--- config.mk ---
export PLATFORM = sky130hd
export DESIGN_NAME = ysyx_23060208_mem_arbiter
export DESIGN_NICKNAME = d
export VERILOG_FILES = /design/src/rtl/ysyx_23060208_mem_arbiter.sv
export SDC_FILE = /design/constraint.sdc
export NUM_CORES = 1
export LEC_CHECK = 0
export ABC_AREA = 0
export BUFFER_PORTS_ARGS = -buffer_cell sky130_fd_sc_hd__buf_2
export CAP_MARGIN = 20
export CORE_AREA = 2 2 83 85
export CTS_CLUSTER_DIAMETER = 150
export DETAILED_ROUTE_END_ITERATION = 10
export DIE_AREA = 0 0 85 87
export GPL_TIMING_DRIVEN = 0
export PLACE_DENSITY = 0.85
export SYNTH_ARGS = -nofsm -noshare
export SYNTH_HDL_FRONTEND = slang
export SYNTH_SLANG_ARGS = --single-unit
export TNS_END_PERCENT = 1
--- constraint.sdc ---
create_clock -name clk -period 1.7 [get_ports clk]
set_clock_uncertainty 0.2 [all_clocks]
set_input_delay 0.255 -clock clk [delete_from_list [all_inputs] [get_ports clk]]
set_output_delay 0.255 -clock clk [all_outputs]
set_load 0.005 [all_outputs]
--- src/rtl/ysyx_23060208_mem_arbiter.sv ---
// Two-master (IFU/LSU) read-channel arbiter over a single memory read port, with a response watchdog.
// Define ARB_RR_EN to select round-robin arbitration; the default is fixed priority (LSU over IFU).
module ysyx_23060208_mem_arbiter #(
  parameter int DATA_WIDTH = 32,
  parameter int TIMEOUT    = 16,
  parameter int CNT_W      = 8
) (
  input  logic                  clk,
  input  logic                  rst,
  // IFU read channel
  input  logic [DATA_WIDTH-1:0] ifu_araddr,
  input  logic                  ifu_arvalid,
  output logic                  ifu_arready,
  output logic [DATA_WIDTH-1:0] ifu_rdata,
  output logic [1:0]            ifu_rresp,
  output logic                  ifu_rvalid,
  input  logic                  ifu_rready,
  // LSU read channel
  input  logic [DATA_WIDTH-1:0] lsu_araddr,
  input  logic                  lsu_arvalid,
  output logic                  lsu_arready,
  output logic [DATA_WIDTH-1:0] lsu_rdata,
  output logic [1:0]            lsu_rresp,
  output logic                  lsu_rvalid,
  input  logic                  lsu_rready,
  // memory read port
  output logic [DATA_WIDTH-1:0] mem_araddr,
  output logic                  mem_arvalid,
  input  logic                  mem_arready,
  input  logic [DATA_WIDTH-1:0] mem_rdata,
  input  logic [1:0]            mem_rresp,
  input  logic                  mem_rvalid,
  output logic                  mem_rready
);

  typedef enum logic [1:0] {
    S_IDLE   = 2'd0,
    S_AR_FWD = 2'd1,
    S_R_WAIT = 2'd2,
    S_TOUT   = 2'd3
  } state_t;

  localparam logic [CNT_W-1:0] WD_LAST = CNT_W'(TIMEOUT - 1);
  localparam logic             OWN_IFU = 1'b0;
  localparam logic             OWN_LSU = 1'b1;

  state_t           r_state;
  logic             r_owner;
  logic             r_last_owner;
  logic [CNT_W-1:0] r_wd_cnt;

  logic                  w_any_req;
  logic                  w_grant;
  logic [DATA_WIDTH-1:0] w_own_araddr;
  logic                  w_own_arvalid;
  logic                  w_own_rready;
  logic                  w_ar_hs;
  logic                  w_r_hs;
  logic                  w_tout_ack;

  assign w_any_req = ifu_arvalid | lsu_arvalid;

`ifdef ARB_RR_EN
  // Contention goes to whoever did not complete the previous transaction.
  assign w_grant = (ifu_arvalid & lsu_arvalid) ? ~r_last_owner : lsu_arvalid;
`else
  logic w_unused_last_owner;
  assign w_grant             = lsu_arvalid ? OWN_LSU : OWN_IFU;
  assign w_unused_last_owner = r_last_owner;
`endif

  assign w_own_araddr  = (r_owner == OWN_LSU) ? lsu_araddr  : ifu_araddr;
  assign w_own_arvalid = (r_owner == OWN_LSU) ? lsu_arvalid : ifu_arvalid;
  assign w_own_rready  = (r_owner == OWN_LSU) ? lsu_rready  : ifu_rready;

  assign w_ar_hs    = (r_state == S_AR_FWD) & w_own_arvalid & mem_arready;
  assign w_r_hs     = (r_state == S_R_WAIT) & mem_rvalid & w_own_rready;
  assign w_tout_ack = (r_state == S_TOUT) & w_own_rready;

  always_ff @(posedge clk) begin
    if (rst) begin
      r_state      <= S_IDLE;
      r_owner      <= OWN_IFU;
      r_last_owner <= OWN_IFU;
      r_wd_cnt     <= '0;
    end else begin
      unique case (r_state)
        S_IDLE: begin
          if (w_any_req) begin
            r_owner <= w_grant;
            r_state <= S_AR_FWD;
          end
        end
        S_AR_FWD: begin
          if (w_ar_hs) begin
            r_wd_cnt <= '0;
            r_state  <= S_R_WAIT;
          end else if (!w_own_arvalid) begin
            r_state <= S_IDLE;
          end
        end
        S_R_WAIT: begin
          // A handshake on the expiry cycle still delivers the real data.
          if (w_r_hs) begin
            r_last_owner <= r_owner;
            r_state      <= S_IDLE;
          end else if (r_wd_cnt == WD_LAST) begin
            r_state <= S_TOUT;
          end else begin
            r_wd_cnt <= r_wd_cnt + 1'b1;
          end
        end
        S_TOUT: begin
          if (w_tout_ack) begin
            r_last_owner <= r_owner;
            r_state      <= S_IDLE;
          end
        end
        default: r_state <= S_IDLE;
      endcase
    end
  end

  always_comb begin
    ifu_arready = 1'b0;
    ifu_rdata   = '0;
    ifu_rresp   = '0;
    ifu_rvalid  = 1'b0;
    lsu_arready = 1'b0;
    lsu_rdata   = '0;
    lsu_rresp   = '0;
    lsu_rvalid  = 1'b0;
    mem_araddr  = '0;
    mem_arvalid = 1'b0;
    mem_rready  = 1'b0;
    unique case (r_state)
      S_IDLE: begin
        mem_rready = 1'b1;
      end
      S_AR_FWD: begin
        mem_araddr  = w_own_araddr;
        mem_arvalid = w_own_arvalid;
        if (r_owner == OWN_LSU) lsu_arready = mem_arready;
        else                    ifu_arready = mem_arready;
      end
      S_R_WAIT: begin
        mem_rready = w_own_rready;
        if (r_owner == OWN_LSU) begin
          lsu_rvalid = mem_rvalid;
          lsu_rdata  = mem_rdata;
          lsu_rresp  = mem_rresp;
        end else begin
          ifu_rvalid = mem_rvalid;
          ifu_rdata  = mem_rdata;
          ifu_rresp  = mem_rresp;
        end
      end
      S_TOUT: begin
        mem_rready = 1'b1;
        if (r_owner == OWN_LSU) begin
          lsu_rvalid = 1'b1;
          lsu_rresp  = 2'b10;
        end else begin
          ifu_rvalid = 1'b1;
          ifu_rresp  = 2'b10;
        end
      end
      default: ;
    endcase
  end

endmodule

==> flow_summary.ini <==
[global_routing]
grt_usage = 0.223
grt_pass1_vias = 2688
grt_max_degree = 11
antenna_found_initial = 9
grt_overflow = 0
grt_pass1_wl_mm = 13.3

[timing]
fin_crit_sh = 1.15
rsz0062_at_grt = true
hold_violations = 0
fin_setup_tns_ns = -20.67
slew-limit-headroom = 0.610
setup_violations = 116
fmax_mhz = 512
worst_slew_pin_slew_ns = 0.585
drv_slew = 0
finalWorstSetupSlack_ns = -0.252
period_minus_slack_ns = 1.95

[worst_setup_path]
r2r_slack_ns = -0.25
cp-end-kind = output port
path_class = register to output port
cp.arrival_ns = 1.50
r2r_cells = 7
r2r-start = r_state[0]
cp_max_fo = 5
worstReg2RegEnd = r_wd_cnt[1]
critPathLaunchType = register
worstPathRequired_ns = 1.24
crit_path_start = r_state[0]

[logic_synthesis]
syn_avg_cell_area_um2 = 7.26
synth-async-reset-ratio = 0
yosys_warnings = 0
synth-compound-area-share = 0.124
synth_enable_flop_cells = 0
synth_fp_nets = 373
yosys.area.top_type_share = 0.179
synth_top_family_by_area = simple AND/OR/NAND/NOR gates
synthAdderAreaFrac = 0.0329
synth_area_leader_cell = mux2i_1
synth.area.top_cells = mux2i_1 18%, dfxtp_1 12%, and3_1 12%
ys_types = 44
yosysSeqAreaShare = 0.116
syn-instance-count = 262
synth_area_um2 = 1900
synth-seq-cells = 11
synthMuxAreaShare = 0.208
yosys.area_share.simple = 0.450
synth-main-ff-cell = dfxtp_1
synth-xor-area-share = 0

[die]
io_pins = 212
core_um2 = 6570
initial_core_util = 0.290
dieArea_um2 = 7400
rows = 30
die_w_um = 85
die_height_um = 87

[routing]
dr_total_vias = 2935
detail_route.first_pass.iterations = 6
viasPerCell = 5.09
ant_nets = 0
drcViolationCount = 0
wl_mm = 9.87
post_drt_wl_per_cell_um = 17.1
drtIter0Drc = 119

[outcome]
violations = negative setup slack
outcome = finished, violations left

[final_layout]
drive_above_1_share = 0.611
finish.net_count = 603
finish.instance_area_um2 = 3760
syn_to_final_growth_pct = 97.6
final_cells = 577

[min_path]
hold_path.startpoint = rst
hp-class = primary input to register
worstHoldPathCells = 3
whs_endpoint = r_wd_cnt[3]

[place]
dpl_cell_area_um2 = 3060
io_buffers = 211
dpl.hpwl_mm = 7.09
dpl.cell_count = 553
gp_congestion = 0.938

[clocking]
clock_path_buffers = 2
clock_latency_ns = 0.25
cts_tree = built
cts_made_buffers = 3
cts_root_buf = clkbuf_8
clkSlewWorstSetupHoldPaths_ns = 0.06
cts.sinks = 11
cts_hold_buf = 0
htreeDepth = 1

[power_and_ir_drop]
p_leak_nw = 2.06
p_per_area_nw_per_um2 = 376
ir_drop_v = 0.000297
total_power_w = 0.00141

[job]
max_cap_viol_count = 0
## state kept, by name, summed over array words and instances (netlist names)
register  count
r_wd_cnt      8
r_state       2
r_owner       1
## Yosys cell counts (2+ instances only)
master / number
nor3_1: 2
and2_1: 33
a31oi_1: 4
inv_1: 7
nand2b_1: 2
o21ai_0: 7
nor2b_1: 35
dfxtp_1: 11
nor2_1: 11
and3_1: 35
buf_2: 3
ha_1: 5
o211ai_1: 2
buf_4: 2
clkbuf_1: 17
nand4b_1: 2
nor4_1: 2
mux2_4: 2
a21oi_1: 6
nand3_1: 8
mux2i_1: 34
nand2_1: 8
or4_1: 3
## placed cells by master, fill, tap and decap left out, types with 6 or more instances in the layout
cell / n
buf_4: 13
and2_1: 25
nand2_1: 6
and3_4: 7
and2_4: 8
nand3_1: 8
buf_2: 197
o21ai_0: 6
buf_6: 18
nor2b_1: 33
mux2i_1: 31
buf_8: 11
dfxtp_1: 6
nor2_1: 9
diode_2: 6
and3_1: 28
## worst max path at each step
stage	end	slack, ns	depth (start not counted)
final	ifu_rdata[24]	-0.25	8
after global routing	ifu_rdata[24]	-0.29	8
after CTS	lsu_rresp[1]	-0.23	7
after detailed placement	ifu_rdata[22]	-0.61	7
after global placement	ifu_rdata[22]	-0.56	7
after floorplan	r_wd_cnt[1]	-0.05	6
## power breakdown
part	leakage, nW	switching, W	internal (W)	total [W]
combinational	1.95	0.000391	0.000461	0.000852
sequential	0.0918	0.00000757	0.000265	0.000273
clock	0.0228	0.000123	0.000166	0.000289
total	2.06	0.000522	0.000893	0.00141
## stage by stage
step	setup slack (ns)	utilization	hold slack, ns
floorplan	-0.0535	-	0.216
detailed placement	-0.606	0.466	0.305
CTS	-0.232	0.536	0.108
finish	-0.252	0.572	0.153
global placement	-0.559	0.466	0.289
global route	-0.293	0.571	0.174
## layout make-up
type	instances	area (µm²)
fill	535	2810
multi-input combinational	221	1730
timing repair buffer	225	1270
buffer	23	333
sequential	11	231
tap	80	100
clock buffer	4	45.0
inverter	7	33.8
antenna	6	15.0
## worst max-delay path, cell delays in order, from the launching register on
cell,delay (ns)
dfxtp_4,0.36
inv_4,0.06
ha_4,0.17
inv_6,0.04
nor2_4,0.10
buf_6,0.15
buf_8,0.11
and2_1,0.12
buf_2,0.13
## logic make-up (layout without fill, tap and decap cells)
kind of cell               Yosys count  in the layout
buffers and inverters               30            259
and+or+nand+nor                    144            144
AOI/OAI and AO/OA                   34             34
other                                0              6
muxes                               38             38
adders and majority gates            5              5
DFF                                 11             11
## layer usage
metal  global-route usage  share of wire  vias to the layer above
met5                    0         0.0047                        -
met4               0.0635          0.025                        6
met3                0.102           0.11                       30
met2                0.375           0.49                      169
met1                0.255           0.37                     1329
li1                     -              -                     1401
## what timing repair did
action                     4_1_cts  5_1_grt
gates cloned                     2        0
setup endpoints to repair      116      116
resized for setup               87       58
buffers inserted                11        1
pin swaps                       22       12
Note: power is estimated with default switching activity, not from simulation.
